===== src/rtl/dmac_arb_pkg.sv =====
// Shared types and default sizes for the DMA controller control-port arbiter.
// Optional build macro: DMAC_ARB_FC_PRIO_EN (FC requester at fixed top priority).
package dmac_arb_pkg;

    localparam int NB_REQ_DEF      = 10;
    localparam int ID_W            = $clog2(NB_REQ_DEF);
    localparam int MAX_OUTSTND_DEF = 4;

    typedef logic [ID_W-1:0] req_idx_t;
    typedef logic [$clog2(MAX_OUTSTND_DEF):0] fifo_cnt_t;

    localparam req_idx_t FC_IDX = req_idx_t'(NB_REQ_DEF - 1);
    localparam req_idx_t CL_IDX = req_idx_t'(NB_REQ_DEF - 2);

endpackage


===== src/rtl/dmac_arb_id_fifo.sv =====
// Outstanding-transaction FIFO holding the requester index of each granted command.
// Responses arrive in order, so the head always names the requester to answer.
module dmac_arb_id_fifo
    import dmac_arb_pkg::*;
#(
    parameter int DEPTH = MAX_OUTSTND_DEF,
    parameter int WIDTH = ID_W
) (
    input  logic             clk_i,
    input  logic             rst_i,
    input  logic             push,
    input  logic             pop,
    input  logic [WIDTH-1:0] din,
    output logic             full,
    output logic             empty,
    output logic [WIDTH-1:0] head
);

    localparam int PW = $clog2(DEPTH);

    logic [WIDTH-1:0] mem [DEPTH];
    logic [PW-1:0]    wr_ptr;
    logic [PW-1:0]    rd_ptr;
    logic [PW:0]      cnt;
    logic             do_push;
    logic             do_pop;

    assign full    = (cnt == (PW+1)'(DEPTH));
    assign empty   = (cnt == '0);
    assign head    = mem[rd_ptr];
    assign do_push = push & ~full;
    assign do_pop  = pop & ~empty;

    always_ff @(posedge clk_i) begin
        if (do_push) begin
            mem[wr_ptr] <= din;
        end
    end

    always_ff @(posedge clk_i) begin
        if (rst_i) begin
            wr_ptr <= '0;
            rd_ptr <= '0;
            cnt    <= '0;
        end else begin
            if (do_push) wr_ptr <= wr_ptr + 1'b1;
            if (do_pop)  rd_ptr <= rd_ptr + 1'b1;
            if (do_push && !do_pop) begin
                cnt <= cnt + 1'b1;
            end else if (do_pop && !do_push) begin
                cnt <= cnt - 1'b1;
            end
        end
    end

endmodule


===== src/rtl/dmac_ctrl_arbiter.sv =====
// Round-robin arbiter sharing the mchan control target port among NB_REQ requesters.
// Build macro DMAC_ARB_FC_PRIO_EN gives requester NB_REQ-1 (FC) fixed top priority.
module dmac_ctrl_arbiter
    import dmac_arb_pkg::*;
#(
    parameter int NB_REQ      = NB_REQ_DEF,
    parameter int ADDR_WIDTH  = 32,
    parameter int DATA_WIDTH  = 32,
    parameter int BE_WIDTH    = DATA_WIDTH / 8,
    parameter int MAX_OUTSTND = MAX_OUTSTND_DEF,
    parameter int ID_WIDTH    = $clog2(NB_REQ)
) (
    input  logic                         clk_i,
    input  logic                         rst_i,
    input  logic [NB_REQ-1:0]            req_i,
    input  logic [NB_REQ*ADDR_WIDTH-1:0] add_i,
    input  logic [NB_REQ-1:0]            wen_i,
    input  logic [NB_REQ*DATA_WIDTH-1:0] wdata_i,
    input  logic [NB_REQ*BE_WIDTH-1:0]   be_i,
    output logic [NB_REQ-1:0]            gnt_o,
    output logic [NB_REQ-1:0]            r_valid_o,
    output logic [DATA_WIDTH-1:0]        r_rdata_o,
    output logic                         r_opc_o,
    output logic                         tgt_req_o,
    output logic [ADDR_WIDTH-1:0]        tgt_add_o,
    output logic                         tgt_wen_o,
    output logic [DATA_WIDTH-1:0]        tgt_wdata_o,
    output logic [BE_WIDTH-1:0]          tgt_be_o,
    output logic [ID_WIDTH-1:0]          tgt_id_o,
    input  logic                         tgt_gnt_i,
    input  logic                         tgt_r_valid_i,
    input  logic [DATA_WIDTH-1:0]        tgt_r_rdata_i,
    input  logic                         tgt_r_opc_i,
    output logic                         busy_o,
    output logic                         resp_err_o
);

    localparam int FC = NB_REQ - 1;

    logic [ID_WIDTH-1:0] rr_ptr;
    logic [ID_WIDTH-1:0] win;
    logic [ID_WIDTH-1:0] head;
    logic                any_req;
    logic                fc_win;
    logic                fifo_full;
    logic                fifo_empty;
    logic                hs;
    logic                pop;

`ifdef DMAC_ARB_FC_PRIO_EN
    assign fc_win = req_i[FC];
`else
    assign fc_win = 1'b0;
`endif

    // Search upward from the pointer, wrapping modulo NB_REQ.
    always_comb begin : arb
        int   j;
        logic done;
        win  = '0;
        done = 1'b0;
        j    = 0;
        if (fc_win) begin
            win  = ID_WIDTH'(FC);
            done = 1'b1;
        end
        for (int i = 0; i < NB_REQ; i++) begin
            j = int'(rr_ptr) + i;
            if (j >= NB_REQ) j = j - NB_REQ;
            if (!done && req_i[j[ID_WIDTH-1:0]]) begin
                win  = ID_WIDTH'(j);
                done = 1'b1;
            end
        end
    end

    assign any_req   = |req_i;
    assign tgt_req_o = any_req & ~fifo_full & ~rst_i;
    assign hs        = tgt_req_o & tgt_gnt_i;
    assign tgt_id_o  = win;

    always_comb begin
        tgt_add_o   = '0;
        tgt_wen_o   = 1'b0;
        tgt_wdata_o = '0;
        tgt_be_o    = '0;
        gnt_o       = '0;
        for (int i = 0; i < NB_REQ; i++) begin
            if (any_req && win == ID_WIDTH'(i)) begin
                tgt_add_o   = add_i[i*ADDR_WIDTH +: ADDR_WIDTH];
                tgt_wen_o   = wen_i[i];
                tgt_wdata_o = wdata_i[i*DATA_WIDTH +: DATA_WIDTH];
                tgt_be_o    = be_i[i*BE_WIDTH +: BE_WIDTH];
            end
        end
        if (hs) gnt_o[win] = 1'b1;
    end

    assign pop       = tgt_r_valid_i & ~fifo_empty;
    assign r_rdata_o = tgt_r_valid_i ? tgt_r_rdata_i : '0;
    assign r_opc_o   = tgt_r_valid_i & tgt_r_opc_i;
    assign busy_o    = ~fifo_empty;

    always_comb begin
        r_valid_o = '0;
        if (pop) r_valid_o[head] = 1'b1;
    end

    always_ff @(posedge clk_i) begin
        if (rst_i) begin
            rr_ptr     <= '0;
            resp_err_o <= 1'b0;
        end else begin
            if (hs && !fc_win) begin
                rr_ptr <= (win == ID_WIDTH'(NB_REQ - 1)) ? '0 : win + 1'b1;
            end
            if (tgt_r_valid_i && fifo_empty) resp_err_o <= 1'b1;
        end
    end

    dmac_arb_id_fifo #(
        .DEPTH (MAX_OUTSTND),
        .WIDTH (ID_WIDTH)
    ) u_id_fifo (
        .clk_i (clk_i),
        .rst_i (rst_i),
        .push  (hs),
        .pop   (pop),
        .din   (win),
        .full  (fifo_full),
        .empty (fifo_empty),
        .head  (head)
    );

endmodule


===== config.mk =====
export PLATFORM = sky130hd
export DESIGN_NAME = dmac_ctrl_arbiter
export DESIGN_NICKNAME = d
export VERILOG_FILES = /design/src/rtl/dmac_arb_pkg.sv /design/src/rtl/dmac_arb_id_fifo.sv /design/src/rtl/dmac_ctrl_arbiter.sv
export SDC_FILE = /design/constraint.sdc
export NUM_CORES = 1
export LEC_CHECK = 0
export BUFFER_PORTS_ARGS = -buffer_cell sky130_fd_sc_hd__buf_4
export CORE_AREA = 3 3 339 341
export DETAILED_ROUTE_END_ITERATION = 16
export DIE_AREA = 0 0 342 344
export HOLD_SLACK_MARGIN = 0.02
export SETUP_SLACK_MARGIN = 0.1
export SLEW_MARGIN = 20
export SYNTH_ARGS = -nofsm -noshare
export SYNTH_HDL_FRONTEND = slang
export SYNTH_SLANG_ARGS = --single-unit

===== constraint.sdc =====
create_clock -name clk_i -period 9 [get_ports clk_i]
set_input_delay 1.35 -clock clk_i [delete_from_list [all_inputs] [get_ports clk_i]]
set_output_delay 1.35 -clock clk_i [all_outputs]
set_load 0.02 [all_outputs]

After elaboration in Yosys (flattened, before gate mapping)
Memories as Yosys holds them, arrays and structs flattened. A register that Yosys moved wholly into a read port is not among the register bits.
Index checks and enable logic that the tools add are counted.
- reduce and logical (&&, ||, !) cells: 39
- $lt $le $gt $ge: 24
- multiplexer cells: 103
- $add $sub $neg: 24
- bitwise operators: 10
- eq/ne operators: 10
- operator list (kind ; count):
    32-bit two-way mux ; 21
    4-bit two-way mux ; 31
    4-bit by 5-bit less-than comparator with 1-bit output (second input constant) ; 12
    5-bit by 4-bit greater-or-equal comparator with 1-bit output (second input constant) ; 9
    1-bit binary-select mux with 4-bit select ; 10
    4-bit subtractor (second input constant) ; 10
    1-bit two-way mux ; 33
    1-bit logical AND ; 24
    4-bit by 3-bit adder with 5-bit output (second input constant) ; 4
    10-bit two-way mux ; 2
    4-bit by 3-bit == test with 1-bit output (second input constant) ; 4
    1-bit zero test ; 11
    4-bit by 2-bit adder with 5-bit output (second input constant) ; 2
    4-bit by 4-bit adder with 5-bit output (second input constant) ; 2
    10-bit OR reduction ; 1
    1-bit demux with 4-bit select ; 2
    4-bit by 2-bit == test with 1-bit output (second input constant) ; 2
    4-bit == test (second input constant) ; 2
    4-bit by 1-bit greater-or-equal comparator with 1-bit output (second input constant) ; 2
    1-bit bitwise AND ; 7
    3-bit two-way mux ; 2
    4-bit by 1-bit adder with 5-bit output (second input constant) ; 1
    2-bit by 1-bit adder with 2-bit output (second input constant) ; 2
    4-bit by 1-bit adder with 4-bit output (second input constant) ; 1
    10 further kinds ; 13
- memories kept: 1
- RAM bits: 16
- register bits: 12
- output and inout bits: 129
- word-level logic and storage cells: 216
- memories (memory ; words ; width ; read ports ; clocked after Yosys merged registers in ; wr ports ; line ; source):
    u_id_fifo.mem ; 4 ; 4 ; 1 ; 1 ; 1 ; dmac_arb_id_fifo.sv:21 ; logic [WIDTH-1:0] mem [DEPTH];

Depth between registers and ports, before layout
- depth in word-level cells: 44
- depth in mapped cells: 26

By module
From an unflattened synthesis, not the netlist that was laid out.
- cell total of the unflattened synthesis: 1436
- area total of the unflattened synthesis: 9955.8 sq um
- modules (own cells, without submodules) (module ; cells each ; times used ; area each (sq um)):
    dmac_ctrl_arbiter ; 1368 ; 1 ; 8908.5
    dmac_arb_id_fifo ; 68 ; 1 ; 1047.3

Worst setup path before layout
No wires, ideal clock.
- kind: reg2out
- from: reg rr_ptr[0]
- to: out tgt_add_o[12]
- data required time: 7650 ps
- stages on the path, launching flop included: 27
- setup slack: 1716 ps
- data arrival time: 5934 ps
- cell sequence: dfxtp_1 -> buf_2 -> buf_2 -> inv_1 -> ha_1 -> buf_2 -> inv_1 -> clkbuf_1 -> ha_1 -> clkbuf_1 -> mux4_2 -> mux2i_1 -> nor3_1 -> o21a_1 -> nand2b_1 -> nor3_1 -> mux2_2 -> o2bb2ai_1 -> and2_1 -> buf_2 -> inv_2 -> buf_2 -> buf_1 -> nand2_1 -> o21ai_0 -> a22oi_1 -> a21oi_1
- word-level cells in the longest chain between the ends: 44
- elaborated cells between the ends (all ways): 126
- classes of those cells: 19 x add/sub; 10 x order compare; 9 x eq/ne; 59 x mux; 29 x reduce/logical
- RTL lines (item ; line ; source):
    start, declared ; dmac_ctrl_arbiter.sv:40 ; logic [ID_WIDTH-1:0] rr_ptr;
    start signal, assigned ; dmac_ctrl_arbiter.sv:115 ; rr_ptr <= (win == ID_WIDTH'(NB_REQ - 1)) ? '0 : win + 1'b1;
    branches (longest 31 deep; another with 4-bit by 1-bit adder with 5-bit output) ; -- ;
    4-bit two-way mux (*) ; dmac_ctrl_arbiter.sv:70 ; if (!done && req_i[j[ID_WIDTH-1:0]]) begin
    via tgt_id_o[1] ; dmac_ctrl_arbiter.sv:29 ; output logic [ID_WIDTH-1:0] tgt_id_o,
    4-bit zero test ; dmac_ctrl_arbiter.sv:89 ; if (any_req && win == ID_WIDTH'(i)) begin
    1-bit logical AND ; dmac_ctrl_arbiter.sv:89 ;
    32-bit two-way mux (9 in series) ; dmac_ctrl_arbiter.sv:89 ;
    32-bit two-way mux (*) ; dmac_ctrl_arbiter.sv:89 ;
    end, declared ; dmac_ctrl_arbiter.sv:25 ; output logic [ADDR_WIDTH-1:0] tgt_add_o,
Mark *: on every way through the listed nets, which the timed path passes. The select of a mux whose other input is x is not followed.

Final worst setup path
- from: reg rr_ptr[1]
- to: out tgt_add_o[17]
- word-level cells in the longest chain between the ends: 44
- elaborated cells between the ends (all ways): 126
- classes of those cells: 19 x add/sub; 10 x order compare; 9 x eq/ne; 59 x mux; 29 x reduce/logical
- RTL lines (item ; line):
    branches (longest 31 deep; another with 4-bit by 1-bit adder with 5-bit output) ; --
    4-bit two-way mux (*) ; dmac_ctrl_arbiter.sv:70
    4-bit zero test ; dmac_ctrl_arbiter.sv:89
    1-bit logical AND ; dmac_ctrl_arbiter.sv:89
    32-bit two-way mux (9 in series) ; dmac_ctrl_arbiter.sv:89
    32-bit two-way mux (*) ; dmac_ctrl_arbiter.sv:89
Every way passes the cells marked *. The select of a mux whose other input is x is not followed.

==> results.py <==
metrics = {
    "status": {
        "status": "finished clean",
    },
    "synth": {
        "syn_area_um2": 10200,
        "synth_cell_types": 94,
        "yosysWarnings": 0,
        "synthDominantCellAreaShare_pct": 6.06,
        "ys.flop_type": "edfxtp_1",
        "yosys-top-cells-area": "a221o_1 6.1%, a21oi_1 5.8%, a22oi_1 4.8%",
        "seq_area_frac_synth_pct": 7.43,
        "yosys.area.top_type": "a221o_1",
        "async_flop_share_pct": 0,
        "syn_avg_cell_area_um2": 7.25,
        "ys_ff_latch": 30,
        "syn_inst": 1411,
        "synth_edf_count": 16,
        "syn_nets": 2177,
    },
    "setup_path": {
        "reg2reg_depth": 18,
        "setup.worst_path.start_class": "flip-flop",
        "critical-path-max-stage-delay_ns": 0.65,
        "crit_chain": "ha_1 -> xnor2_1 -> buf_4 -> inv_1 -> ha_1 -> mux4_2 -> mux2i_1 -> nor3_1 -> o21a_1 -> nor3b_2 -> nand4_1 -> o311ai_0 -> o31a_2 -> and3_1 -> and2_4 -> buf_12 -> a221o_1 -> a221oi_2 -> a21oi_1 -> buf_4",
        "cp.required_ns": 7.65,
        "cpMaxStageDelayCell": "dfxtp_1",
        "critPathKind": "flip-flop to output pin",
        "crit_buf_inv": 4,
        "path_depth": 20,
        "crit_fanout": 30,
        "cp_data_arrival_time_ns": 6.96,
        "cp-end-kind": "output pin",
        "path_delay_family": "compound AO/OA/AOI/OAI gates",
    },
    "global_route": {
        "grt_pass1_vias": 15700,
        "grt-ovfl-total": 0,
        "grt_max_degree": 64,
        "grtUsageTotal_pct": 17.7,
        "grt_pass1_wl_mm": 142,
        "grt_antenna_before_repair": 61,
    },
    "sta": {
        "fmax_mhz": 120,
        "tns_ns": 0,
        "setup_viol": 0,
        "relSlewSlack_pct": 25.9,
        "period_needed_ns": 8.31,
        "min_period_over_period_pct": 92.4,
        "skew_ns": 0.0148,
        "hold_violations": 0,
        "rsz0062_at_grt": "false",
        "tightest_slew_ns": 1.11,
        "maxSlewViolCount": 0,
    },
    "clocking": {
        "cts_setup_buffers": 0,
        "cts_buffers": 5,
        "cts_tree": "built",
        "cts_buffer_depth": 2,
        "ctsHtreeMaxLevel": 2,
        "cts_resized": 0,
        "clk_latency_ns": 0.28,
        "cts_sinks": 30,
        "holdBufCountCts": 0,
        "clk_pin_slew_ns": 0.06,
        "cts_root_buf": "clkbuf_16",
    },
    "detailed_routing": {
        "wl_per_cell_um": 30.1,
        "ant_nets": 0,
        "dr_total_vias": 16500,
        "drt-total-wl_mm": 112,
        "vias_per_cell": 4.43,
        "drc_errors": 0,
        "firstDrtPassIters": 7,
        "drt_iter0_drc": 1717,
    },
    "min_path": {
        "whs_path_depth": 2,
        "worst_hold_path_type": "flip-flop to flip-flop",
    },
    "layout": {
        "finalNetCount": 2979,
        "fill_cells": 12800,
        "layout-drive-gt1-share_pct": 47.0,
        "area_delta_synth_final_pct": 83.4,
        "final_cell_mix": "930 x buf_4, 127 x nor2_1, 124 x nand2_1, 118 x a21oi_1, 78 x o21ai_0",
        "layout_commonest_cell": "buf_4",
    },
    "placement": {
        "port_buffers": 865,
        "gp_congestion": 0.959,
        "dpl.hpwl_mm": 97.6,
    },
    "die": {
        "core.rowCount": 123,
        "die_y_um": 344,
        "start_util_pct": 9.12,
        "ios": 866,
        "core_um2": 112000,
        "die_w_um": 342,
        "fp.dieArea_um2": 118000,
    },
    "job": {
        "maxCapViolCount": 0,
    },
}
==> through the flow <==
stage,cell area [um^2],hold slack [ns],cells,util [%],worst slack [ns]
after floorplan,10200,0.469,1411,-,1.72
after global placement,18600,0.457,3706,16.6,1.07
after detailed placement,18600,0.461,3706,16.6,0.990
after CTS,18700,0.474,3714,16.7,0.656
after global routing,18700,0.525,3717,16.7,0.224
final,18800,0.468,3729,16.7,0.686
==> path summary, 6_finish.rpt <==
| path | from | end | slack [ns] |
|---|---|---|---|
| setup / recovery | rr_ptr[1] | tgt_add_o[17] | 0.69 |
| hold / removal | resp_err_o | resp_err_o | 0.47 |
| setup reg to reg | rr_ptr[1] | rr_ptr[2] | 2.90 |
| hold reg to reg | resp_err_o | resp_err_o | 0.47 |
==> registers in the layout (all words and copies together), names as in the netlist, named ones only <==
signal / cells
resp_err_o: 1
u_id_fifo.cnt: 3
u_id_fifo.mem: 16
u_id_fifo.rd_ptr: 2
u_id_fifo.wr_ptr: 2
rr_ptr: 4
==> tightest hold or removal path, stage by stage, from the launching register on <==
cell and delay (ns):
dfxtp_1 0.32, a21oi_1 0.04, nor2_1 0.07
==> kinds of logic (layout without fill, tap and decap cells) <==
group | count (synthesis) | in the layout | share of synthesized area [%]
AO/OA/AOI/OAI | 640 | 640 | 48.5
AND/OR/NAND/NOR | 463 | 463 | 23.3
buffers and inverters | 169 | 972 | 7.81
multiplexers | 62 | 62 | 7.63
flip-flops | 30 | 30 | 7.43
adder cells (fa/ha/maj) | 29 | 29 | 3.69
XOR/XNOR | 18 | 18 | 1.61
other | 0 | 15 | 0
==> metal layers <==
layer  vias to the layer above  GRT usage [%]  routed length [um]
met1                      8024           23.1               47800
li1                       7248              -                   -
met5                         -              0                 106
met3                       153           4.62                9470
met2                      1081           29.6               52400
met4                        18           2.79                2590
==> Yosys cell counts (8+ instances only) <==
cell,n
nand4_1,9
a211oi_1,8
o21ai_0,78
o211ai_1,10
a221o_1,62
edfxtp_1,16
xnor2_1,12
buf_6,11
nor2b_1,11
nand3_1,15
nor2_1,127
a22oi_1,65
nor3_1,15
buf_2,54
o2bb2ai_1,10
mux2_2,14
nand2_1,126
nand3b_1,16
o22a_1,49
a21o_1,12
a221oi_2,30
o22ai_1,19
mux4_2,11
buf_1,9
nor4_1,12
nand2b_1,23
o221ai_1,55
inv_1,27
clkbuf_1,62
ha_1,27
and2_1,50
a21oi_1,119
or3_1,9
dfxtp_1,14
a221oi_1,28
mux2i_1,35
nand4b_1,8
==> cell type report <==
type	count	area (um^2)	area share (%)
clock inverters	2	12.5	0.0667
diodes	15	37.5	0.200
inverters	29	114	0.607
clock buffers	6	139	0.740
repair buffers	935	7080	37.7
flip-flops and latches	30	761	4.05
multi-input cells	1212	8750	46.6
well taps	1500	1880	10.0
Power is left out: the tool's default activity adds up to more than one toggle a clock period on the data nets, which glitch-free logic cannot reach.
